**src/rtl/wb_arbiter_pkg.sv**
```systemverilog
// Shared types for the register-file write-back arbiter.
// WB_ARB_RR_EN (see wb_arbiter) selects round-robin instead of fixed mem-over-alu priority.
package wb_arbiter_pkg;

   localparam int XLEN_DEF = 64;
   localparam int RW_DEF   = 5;
   localparam int NREGS    = 32;

   typedef enum logic {
      SRC_MEM = 1'b0,
      SRC_ALU = 1'b1
   } src_e;

   typedef struct packed {
      logic [RW_DEF-1:0]   rd;
      logic [XLEN_DEF-1:0] value;
   } wb_req_t;

   // Register zero is never a real destination, so it never marks a hazard.
   function automatic logic [NREGS-1:0] rd_bit(input logic [RW_DEF-1:0] rd);
      logic [NREGS-1:0] mask;
      mask    = NREGS'(1) << rd;
      mask[0] = 1'b0;
      return mask;
   endfunction

endpackage

```
**src/rtl/wb_hold_slot.sv**
```systemverilog
// One-entry holding register for a write-back source that lost arbitration.
// Capture has priority over free; the two are never asserted together by the arbiter.
module wb_hold_slot
   import wb_arbiter_pkg::*;
#(
   parameter int XLEN = XLEN_DEF,
   parameter int RW   = RW_DEF
) (
   input  logic            CLK,
   input  logic            reset,
   input  logic            capture,
   input  logic            free,
   input  logic [RW-1:0]   cap_rd,
   input  logic [XLEN-1:0] cap_value,
   output logic            occupied,
   output logic            ready,
   output logic [RW-1:0]   held_rd,
   output logic [XLEN-1:0] held_value
);

   always_ff @(posedge CLK or posedge reset) begin
      if (reset) begin
         occupied   <= 1'b0;
         held_rd    <= '0;
         held_value <= '0;
      end else if (capture) begin
         occupied   <= 1'b1;
         held_rd    <= cap_rd;
         held_value <= cap_value;
      end else if (free) begin
         occupied   <= 1'b0;
      end
   end

   assign ready = ~occupied;

endmodule

```
**src/rtl/wb_arbiter.sv**
```systemverilog
// Arbitrates the single register-file write port between the ALU and load stages.
// Define WB_ARB_RR_EN for round-robin on conflicts; otherwise mem always beats alu.
module wb_arbiter
   import wb_arbiter_pkg::*;
#(
   parameter int XLEN = XLEN_DEF,
   parameter int RW   = RW_DEF
) (
   input  logic            CLK,
   input  logic            reset,
   input  logic            alu_valid,
   input  logic [RW-1:0]   alu_rd,
   input  logic [XLEN-1:0] alu_value,
   output logic            alu_ready,
   input  logic            mem_valid,
   input  logic [RW-1:0]   mem_rd,
   input  logic [XLEN-1:0] mem_value,
   output logic            mem_ready,
   output logic            wb_en,
   output logic [RW-1:0]   wb_rd,
   output logic [XLEN-1:0] wb_value,
   output logic [31:0]     pending_mask,
   output logic [15:0]     conflict_cnt
);

   logic            alu_occ, mem_occ;
   logic [RW-1:0]   alu_held_rd, mem_held_rd;
   logic [XLEN-1:0] alu_held_value, mem_held_value;

   logic            alu_live, mem_live;
   logic            alu_cand, mem_cand;
   logic [RW-1:0]   alu_cand_rd, mem_cand_rd;
   logic [XLEN-1:0] alu_cand_value, mem_cand_value;
   logic            both, same_rd, any_cand;
   src_e            grant, favour;
   logic [RW-1:0]   win_rd;
   logic [XLEN-1:0] win_value;
   logic            alu_capture, mem_capture, alu_free, mem_free;

   wb_hold_slot #(.XLEN(XLEN), .RW(RW)) u_alu_slot (
      .CLK        (CLK),
      .reset      (reset),
      .capture    (alu_capture),
      .free       (alu_free),
      .cap_rd     (alu_rd),
      .cap_value  (alu_value),
      .occupied   (alu_occ),
      .ready      (alu_ready),
      .held_rd    (alu_held_rd),
      .held_value (alu_held_value)
   );

   wb_hold_slot #(.XLEN(XLEN), .RW(RW)) u_mem_slot (
      .CLK        (CLK),
      .reset      (reset),
      .capture    (mem_capture),
      .free       (mem_free),
      .cap_rd     (mem_rd),
      .cap_value  (mem_value),
      .occupied   (mem_occ),
      .ready      (mem_ready),
      .held_rd    (mem_held_rd),
      .held_value (mem_held_value)
   );

   // A live input only counts while its slot is empty; otherwise the held entry is older.
   assign alu_live       = alu_valid & ~alu_occ;
   assign mem_live       = mem_valid & ~mem_occ;
   assign alu_cand       = alu_occ | alu_valid;
   assign mem_cand       = mem_occ | mem_valid;
   assign alu_cand_rd    = alu_occ ? alu_held_rd    : alu_rd;
   assign alu_cand_value = alu_occ ? alu_held_value : alu_value;
   assign mem_cand_rd    = mem_occ ? mem_held_rd    : mem_rd;
   assign mem_cand_value = mem_occ ? mem_held_value : mem_value;
   assign both           = alu_cand & mem_cand;
   assign same_rd        = both & (alu_cand_rd == mem_cand_rd);
   assign any_cand       = alu_cand | mem_cand;

`ifdef WB_ARB_RR_EN
   src_e last_grant;

   // Reset to alu so the first conflict goes to mem.
   always_ff @(posedge CLK or posedge reset) begin
      if (reset) begin
         last_grant <= SRC_ALU;
      end else if (both) begin
         last_grant <= grant;
      end
   end

   assign favour = (last_grant == SRC_MEM) ? SRC_ALU : SRC_MEM;
`else
   assign favour = SRC_MEM;
`endif

   always_comb begin
      grant     = SRC_MEM;
      win_rd    = mem_cand_rd;
      win_value = mem_cand_value;
      if (both) begin
         // Equal destinations must retire in program order, and mem is the older one.
         grant = same_rd ? SRC_MEM : favour;
      end else if (alu_cand) begin
         grant = SRC_ALU;
      end
      if (grant == SRC_ALU) begin
         win_rd    = alu_cand_rd;
         win_value = alu_cand_value;
      end
   end

   assign alu_capture = alu_live & (grant != SRC_ALU);
   assign mem_capture = mem_live & (grant != SRC_MEM);
   assign alu_free    = alu_occ  & (grant == SRC_ALU);
   assign mem_free    = mem_occ  & (grant == SRC_MEM);

   always_ff @(posedge CLK or posedge reset) begin
      if (reset) begin
         wb_en    <= 1'b0;
         wb_rd    <= '0;
         wb_value <= '0;
      end else if (any_cand) begin
         wb_en    <= (win_rd != '0);
         wb_rd    <= win_rd;
         wb_value <= win_value;
      end else begin
         wb_en    <= 1'b0;
      end
   end

   always_comb begin
      pending_mask = '0;
      if (alu_occ) pending_mask = pending_mask | rd_bit(alu_held_rd);
      if (mem_occ) pending_mask = pending_mask | rd_bit(mem_held_rd);
   end

   always_ff @(posedge CLK or posedge reset) begin
      if (reset) begin
         conflict_cnt <= '0;
      end else if (both && (conflict_cnt != 16'hFFFF)) begin
         conflict_cnt <= conflict_cnt + 16'd1;
      end
   end

endmodule

```
**config.mk**
```make
export PLATFORM = sky130hd
export DESIGN_NAME = wb_arbiter
export DESIGN_NICKNAME = d
export VERILOG_FILES = /design/src/rtl/wb_arbiter_pkg.sv /design/src/rtl/wb_hold_slot.sv /design/src/rtl/wb_arbiter.sv
export SDC_FILE = /design/constraint.sdc
export NUM_CORES = 1
export LEC_CHECK = 0
export ABC_AREA = 0
export CORE_ASPECT_RATIO = 1.1
export CORE_MARGIN = 5
export CORE_UTILIZATION = 45
export CTS_CLUSTER_SIZE = 12
export DETAILED_ROUTE_END_ITERATION = 16
export HOLD_SLACK_MARGIN = 0.02
export PLACE_DENSITY_LB_ADDON = 0.05
export SLEW_MARGIN = 20
export SYNTH_ARGS = -nofsm -noshare
export SYNTH_HDL_FRONTEND = slang
export SYNTH_SLANG_ARGS = --single-unit
```
**constraint.sdc**
```tcl
create_clock -name CLK -period 7.04 [get_ports CLK]
set_input_delay 1.408 -clock CLK [delete_from_list [all_inputs] [get_ports CLK]]
set_output_delay 1.408 -clock CLK [all_outputs]
set_load 0.05 [all_outputs]
```
* Word-level counts from Yosys, hierarchy flattened
Cells that the tools add are included.
** Word-level totals
- Register bits :: 226
- Latch bits :: 0
- Memory bits (writable) :: 0
- Bits in read-only memories :: 0
- Word-level logic and storage cells :: 47
- Memories :: 0
** Cells by class
- Add/sub/neg operators :: 1
- $mul :: 0
- Divide/modulo/power cells :: 0
- Magnitude comparators :: 0
- Equality and inequality tests :: 1
- Shift-type cells :: 2
- Muxes and demuxes :: 15
- Bitwise logic cells :: 14
- Reductions and logical operators :: 4
** Operators by type and width (number)
- 2-to-1 mux 64 bit :: 3
- 2-to-1 mux 32 bit :: 2
- left shift 1 x 5 -> 32 bit, first input constant :: 2
- bitwise OR 32 bit :: 1
- adder 16 x 1 -> 16 bit, second input constant :: 1
- != test 16 bit, second input constant :: 1
- 2-to-1 mux 5 bit :: 3
- bitwise AND 1 bit :: 7
- 2-to-1 mux 1 bit :: 7
- nonzero test 5 bit :: 1
- nonzero test 2 bit :: 2
- inverter 1 bit :: 3
- bitwise OR 1 bit :: 3
- logical AND 1 bit :: 1

* Longest topological paths before layout
- Depth in word-level cells :: 7
- Gate-level depth with buffers :: 8
- Mapped depth without buffers :: 6

* Modules after synthesis
A second synthesis with hierarchy kept.
** Second synthesis, totals
- Cells, all modules :: 949
- Area, all modules :: 11658.7 sq um
** By module, submodules not included
- wb_hold_slot :: times used 2, cells an instance 150, area an instance 2954.1 sq um, seq. area each 1751.7 sq um
- wb_arbiter :: times used 1, cells an instance 649, area an instance 5750.5 sq um, seq. area each 2152.1 sq um

* Least setup slack after synthesis
Ideal clock, no wire load.
- Path kind :: reg-to-output
- Start point :: reg u_mem_slot.occupied
- End point :: out pending_mask[10]
- Arrival time :: 1.930 ns
- Required time :: 5.632 ns
- Setup slack :: 3.702 ns
- Stages on the path, launching flop included :: 5
- Path buffers :: 1
- Cell sequence :: dfrtp_1 -> buf_6 -> inv_1 -> or3_1 -> o22ai_1
** Between the ends
- Longest elaborated chain between the ends :: 1
** RTL lines
- from (decl) :: RTL line wb_hold_slot.sv:15 : output logic occupied,
- from (signal assigned) :: RTL line wb_hold_slot.sv:23 : occupied <= 1'b0;
- from (signal assigned) :: RTL line wb_hold_slot.sv:27 : occupied <= 1'b1;
- from (signal assigned) :: RTL line wb_hold_slot.sv:31 : occupied <= 1'b0;
- 2-to-1 mux 32 bit :: RTL line wb_arbiter.sv:134 : if (mem_occ) pending_mask = pending_mask | rd_bit(mem_held_rd);
- to (decl) :: RTL line wb_arbiter.sv:22 : output logic [31:0] pending_mask,
No other way between the ends.

* Worst setup path after layout
- Start point :: reg u_mem_slot.occupied
- End point :: out pending_mask[6]
The elaborated chain is that of the path after synthesis.

==> flow_summary.yaml <==
setup_path:
  worstReg2RegStart: "u_mem_slot.occupied$_DFFE_PP0P_"
  critPathMaxFanout: 49
  regToRegSetupSlack_ps: 4000
  cp-startpoint: "u_mem_slot.occupied$_DFFE_PP0P_"
  setup.worst_path.class: "reg -> out"
  cp_cell_sequence: "inv_1, or3_1, o22ai_1, clkdlybuf4s50_1"
  worstSetupStartpointType: "flip-flop"
  crit_path_top_delay_cell: "dfrtp_4"
  crit-reg2reg-capture: "u_alu_slot.held_value[23]$_DFFE_PP0P_"
  critical_path_arrival_ps: 3250
  max_stage_delay_ps: 980
  reg2reg_depth: 4
  worst_path_dominant_cell_family: "buffers and inverters"
  critical_path.n_buffers_inverters: 2
  crit_path_end_kind: "output port"
  worst-endpoint-required_ps: 5630
power_and_ir_drop:
  netSwitchingPower_uw: 1153
  vdd.ir_drop.worst_v: 0.0002216
  leakage_power_uw: 0.005995
  clock_group_share_of_total_power: 0.347
  seqPwrFrac: 0.415
  power.internal_uw: 2646
  combinational_power_share: 0.238
  power_per_cell_area_mw_per_mm2: 275.8
  swShare: 0.3035
synth:
  synth-warning-count: 0
  synth_cells: 913
  syn-mean-instance-area_um2: 11.41
  synth_top_flop_cell: "dfrtp_1"
  unique_cell_type_count_in_the_yosys_netlist: 46
  synth_largest_area_cell: "dfrtp_1"
  yosys.area.top_type_share: 0.5430
  syn-cell-area_mm2: 0.01041
  synth_most_common_cell: "dfrtp_1"
  synth_common_cells: "dfrtp_1, mux2i_1, clkbuf_1"
  postSynthRegisterBits: 226
  asyncSetResetFlopFracSynth: 1.000
  synthTopCellsByArea: "dfrtp_1, mux2i_1, mux2_2"
  synth_edf_count: 0
  seq_area_frac_synth: 0.5430
timing:
  max-slew-margin-rel: 0.3399
  fin_crit_sh: 0.6613
  setup_repair_after_global_routing_missed_its_margin: "no"
  fin_ws_ps: 2385
  finalWorstPathRequiredPeriod_ps: 4655
  worstMarginPinSlew_ps: 982.5
  tns_ps: 0
  final_max_slew_viol_count: 0
  clock.fmax_mhz: 214.8
  timing.final.hold_violations: 0
  setup_violations: 0
  clock_skew_ps: 14.11
routing:
  route.final.wire_length_um: 26060
  via_count: 7407
  vias_per_cell: 5.313
  wl_per_cell_um: 18.69
  drt_first_iter_violations: 421
  route.antenna.remaining_nets: 0
  detailedRoute.firstPassIterationCount: 5
  drc_errors: 0
clock_tree:
  cts-root-to-sink-buffers: 3
  h-tree-depth: 1
  count_of_clock_tree_sinks: 226
  clk_transition_reported_paths_ps: 60
  cts_made_buffers: 25
  cts.repair.resized: 0
  insertion_delay_ps: 520
  hold_buffers: 0
  cts_setup_buffers: 0
  cts-root-buf: "clkbuf_16"
  tritoncts: "yes"
die:
  ioPinCount: 262
  row_count: 58
  fp.dieH_um: 169.6
  core_mm2: 0.02286
  fp.dieW_um: 155.1
  design.die.area_mm2: 0.02629
  start_util: 0.4556
grt:
  first_global_vias: 7403
  antenna_violations_before_repair: 1
  grt_remaining_overflow: 0
  track_usage: 0.1936
  grt_start_max_net_pins: 108
  grt_pass1_wl_um: 41410
min_path:
  worstHoldStart: "u_mem_slot.held_value[52]$_DFFE_PP0P_"
  holdPathStages: 0
  worstHoldEndpoint: "u_mem_slot.held_value[52]$_DFFE_PP0P_"
  hold_class: "reg -> reg"
finish:
  layout-drive-gt1-share: 0.1217
  layout_stage_area_growth_over_the_synthesis_result_pct: 32.27
  final_net_count: 1219
flow_run:
  maxCapViolCount: 0
placed_design:
  dpl_worst_slack_ps: 2952
  gp_routability_congestion: 0.8653
  numPortBuffers: 260
  placed_wire_length_estimate_after_detailed_placement_um: 17260
outcome:
  status: "finished clean"
-- cell type report --
cell class                 instances  area [um2]
timing repair buffer             268        2685
clock buffer                      38       754.5
sequential                       226        5659
fill                            1920        9084
multi-input combinational        546        4175
antenna                            1       2.502
clock inverter                     6       83.83
tap                              300       375.4
inverter                           9       40.04
-- worst register-to-register path, cell delays in order, from the launching register on --
cell and delay [ps]:
dfrtp_4 980, or2_1 340, and3_4 550, buf_4 620
mux2_2 440
-- per-layer routing --
metal  wire length [um]  GRT usage  vias to the layer above
met4                703    0.05492                        0
met2              11780     0.2956                      249
met3               1963    0.04540                       50
li1                   -          -                     3558
met1              11610     0.2781                     3550
met5                  0          0                        -
-- placed cells by master, fill, tap and decap left out, types with 2 or more instances in the layout --
master             n
nor3_1             8
o211ai_1          64
clkbuf_1           5
mux2i_1          133
buf_4              7
nand4b_1           2
a211oi_1           2
nand4_1            3
buf_12             2
clkinv_2           3
nor4_1             4
clkbuf_16         25
mux2_2            62
bufinv_16          2
inv_1              7
conb_1             2
or3b_2             3
clkbuf_8           8
xor2_1            10
nand3_1            7
o22ai_1           31
nor2_1             7
dfrtp_1          225
o22a_1             3
nand2_1           79
or2_2              2
mux2_4            10
nand2b_1           5
or3_1              5
a21oi_1            5
xnor2_1            2
o21ai_0           75
and3_1             2
clkdlybuf4s50_1  259
nand3b_1           5
-- kinds of logic after synthesis --
logic type,after synthesis,share of synthesized area
flops,226,0.5430
compound gates,186,0.1141
fa+ha+maj,1,0.001201
buf+inv,142,0.05718
other cells,1,0.0003601
mux,205,0.2093
simple gates,140,0.06475
xor+xnor,12,0.01009
-- power groups by stage --
stage                     sequential (uW)  clock (uW)  combinational (uW)
after floorplan                      1780           0                 397
after global placement               1600           0                 907
after detailed placement             1600           0                 914
after CTS                            1580        1360                 916
after global routing                 1600        1420                 967
final                                1580        1320                 905
-- registers in the layout, indices dropped and copies added (netlist names) --
| name | count |
|---|---|
| u_alu_slot.held_value | 64 |
| u_mem_slot.held_value | 64 |
| wb_value | 64 |
| conflict_cnt | 16 |
| u_alu_slot.held_rd | 5 |
| u_mem_slot.held_rd | 5 |
| wb_rd | 5 |
| u_alu_slot.occupied | 1 |
| u_mem_slot.occupied | 1 |
| wb_en | 1 |
-- how the worst max path moves through the flow --
stage	endpoint	slack (ps)	cells past startpoint
after floorplan	conflict_cnt[0]$_DFFE_PP0P_	2680	1
after global placement	pending_mask[1]	2990	4
after detailed placement	pending_mask[6]	2950	4
after CTS	pending_mask[6]	2390	4
after global routing	pending_mask[6]	2270	4
final	pending_mask[6]	2380	4
-- per-stage QoR --
step / hold slack, ps / instances / instance area [um2] / power [uW] / util
floorplan: 428.8 / 914 / 10420 / 2180 / -
global placement: 364.4 / 1349 / 12930 / 2505 / 0.5658
detailed placement: 366.3 / 1349 / 12930 / 2512 / 0.5658
CTS: 378.4 / 1393 / 13770 / 3850 / 0.6025
global route: 386.6 / 1394 / 13780 / 3984 / 0.6026
finish: 373.0 / 1394 / 13780 / 3799 / 0.6026
No activity file was read; power rests on OpenSTA's default activity.
==> RTL change, RTL diff (same settings) <==
Add a define of `WB_ARB_RR_EN`.
--- a/src/rtl/wb_arbiter.sv
+++ b/src/rtl/wb_arbiter.sv
@@ -2,2 +2,4 @@
 // Define WB_ARB_RR_EN for round-robin on conflicts; otherwise mem always beats alu.
+`define WB_ARB_RR_EN
+
 module wb_arbiter
Behaviour: not the same (a bounded check fails within 4 cycles, from zero or initial values and one cycle with reset high).
==> RTL change against the unedited design <==
Count of clock-buffer cells in the layout fell by 4. Register-to-register slack worse by 1.5 ns. Area after synthesis rose by 23%. Sequential cell count up 1. Cell area is 19% higher. Critical path depth grew 3. Wire length rose by 52%. Setup slack improved by 0.040 ns. Worst hold slack better by 0.10 ns. Largest cell class is now multi-input combinational cells. Highest routed layer is now met5.
Power is not compared: it rests on default switching activity, and its combinational part moved more than twofold at a synthesized area within 25%.
==> RTL change: results <==
metrics = {
    "outcome": {
        "status": "completed",
    },
    "routing": {
        "wl_per_cell_um": 21.6,
        "viasPerCell": 6.18,
        "drtIter0Drc": 866,
        "drt-pass1-iter-count": 5,
        "finalWirelength_mm": 39.6,
    },
    "min_path": {
        "hold_path_end": "wb_rd[1]$_DFFE_PP0P_",
        "whs_path_depth": 2,
        "hold_start": "wb_rd[1]$_DFFE_PP0P_",
    },
    "setup_path": {
        "r2r-start": "u_alu_slot.occupied$_DFFE_PP0P_",
        "regToRegEndpoint": "wb_rd[3]$_DFFE_PP0P_",
        "rr_worst_depth": 8,
        "endpoint": "u_mem_slot.held_value[40]$_DFFE_PP0P_",
        "critPathMaxFanout": 73,
        "r2r_slack_ns": 2.46,
        "crit_arrival_ns": 5.03,
        "cp-startpoint": "alu_rd[2]",
    },
    "cts": {
        "cts_inserted_buffers": 27,
        "clock-root-buffer": "clkbuf_16",
    },
    "pwr": {
        "peakVddDrop_v": 0.000270,
    },
    "logic_synthesis": {
        "synthDistinctLibCells": 49,
        "synth_commonest_cells": "dfrtp_1 (226), mux2i_1 (135), clkbuf_1 (98)",
        "synth_area_leaders": "dfrtp_1 (44%), mux2i_1 (11%), mux2_2 (5.6%)",
        "yosysTopAreaCellShare_pct": 44.3,
        "synth-seq-area-share_pct": 44.5,
    },
    "global_routing": {
        "grt_max_degree": 115,
        "grt.total_usage_pct": 23.9,
        "grt_pass1_wl_mm": 63.2,
        "grt_pass1_vias": 11500,
        "antenna_found_initial": 7,
    },
    "place": {
        "post_dp_cell_area_sq_mm": 0.0155,
        "place_congestion": 0.873,
        "post-place-cells": 1784,
        "dp_slack_ns": 1.83,
        "dp_hpwl_mm": 24.4,
    },
    "cells_and_area": {
        "drive_gt1_share_pct": 11.0,
        "final_nets": 1593,
        "fillers": 2393,
    },
    "timing": {
        "finClkSkew_ns": 0.0114,
        "whs_ns": 0.477,
    },
}
-- RTL change: changes by cell type after synthesis, moves of 28 or more --
cell / delta
a221oi_1: +69
nand3_1: +75
a222oi_1: +36
o21ai_0: -64
and3_1: +68
nand4_1: +69
o211ai_1: -63
nor2b_1: +71
o22ai_1: +28
nor2_1: +37
-- RTL change: routing by layer --
| layer | global-route usage, % | vias to the layer above | share of wire, % |
|---|---|---|---|
| li1 | - | 5193 | - |
| met1 | 32.0 | 5698 | 42 |
| met2 | 40.0 | 374 | 49 |
| met3 | 4.57 | 64 | 7.0 |
| met4 | 6.14 | 10 | 2.0 |
| met5 | 0 | - | 0.15 |
-- RTL change: cells by family after synthesis --
group,Yosys count,share of synthesized area [%]
compound gates,221,13.1
xor+xnor,18,1.24
fa+ha+maj,1,0.0980
buf+inv,134,4.29
flops,227,44.5
mux,208,17.3
other cells,1,0.0294
simple gates,461,19.4
-- RTL change: layout make-up --
type                    instances  area, sq um  share of cell area, %
inverters                       6         26.3                  0.160
repair buffers                278         2750                   16.7
multi-input cells             910         6610                   40.2
clock inverters                14          156                  0.951
diodes                          2         5.00                 0.0304
flip-flops and latches        227         5690                   34.6
well taps                     363          454                   2.76
clock buffers                  34          742                   4.51
-- RTL change: power by group through the flow --
stage          clock (W)  combinational, W  sequential, W
3_3_place_gp           0           0.00363        0.00235
4_1_cts          0.00145           0.00371        0.00235
2_1_floorplan          0           0.00198        0.00293
6_report         0.00142           0.00369        0.00235
3_5_place_dp           0           0.00369        0.00236
5_1_grt          0.00151           0.00396        0.00243
-- RTL change: critical path: stages --
cell and delay [ns]:
clkdlybuf4s50_1 0.46, mux2_2 0.31, xnor2_1 0.32, or4_4 0.85
o211a_4 0.83, buf_4 0.44, mux2_2 0.37
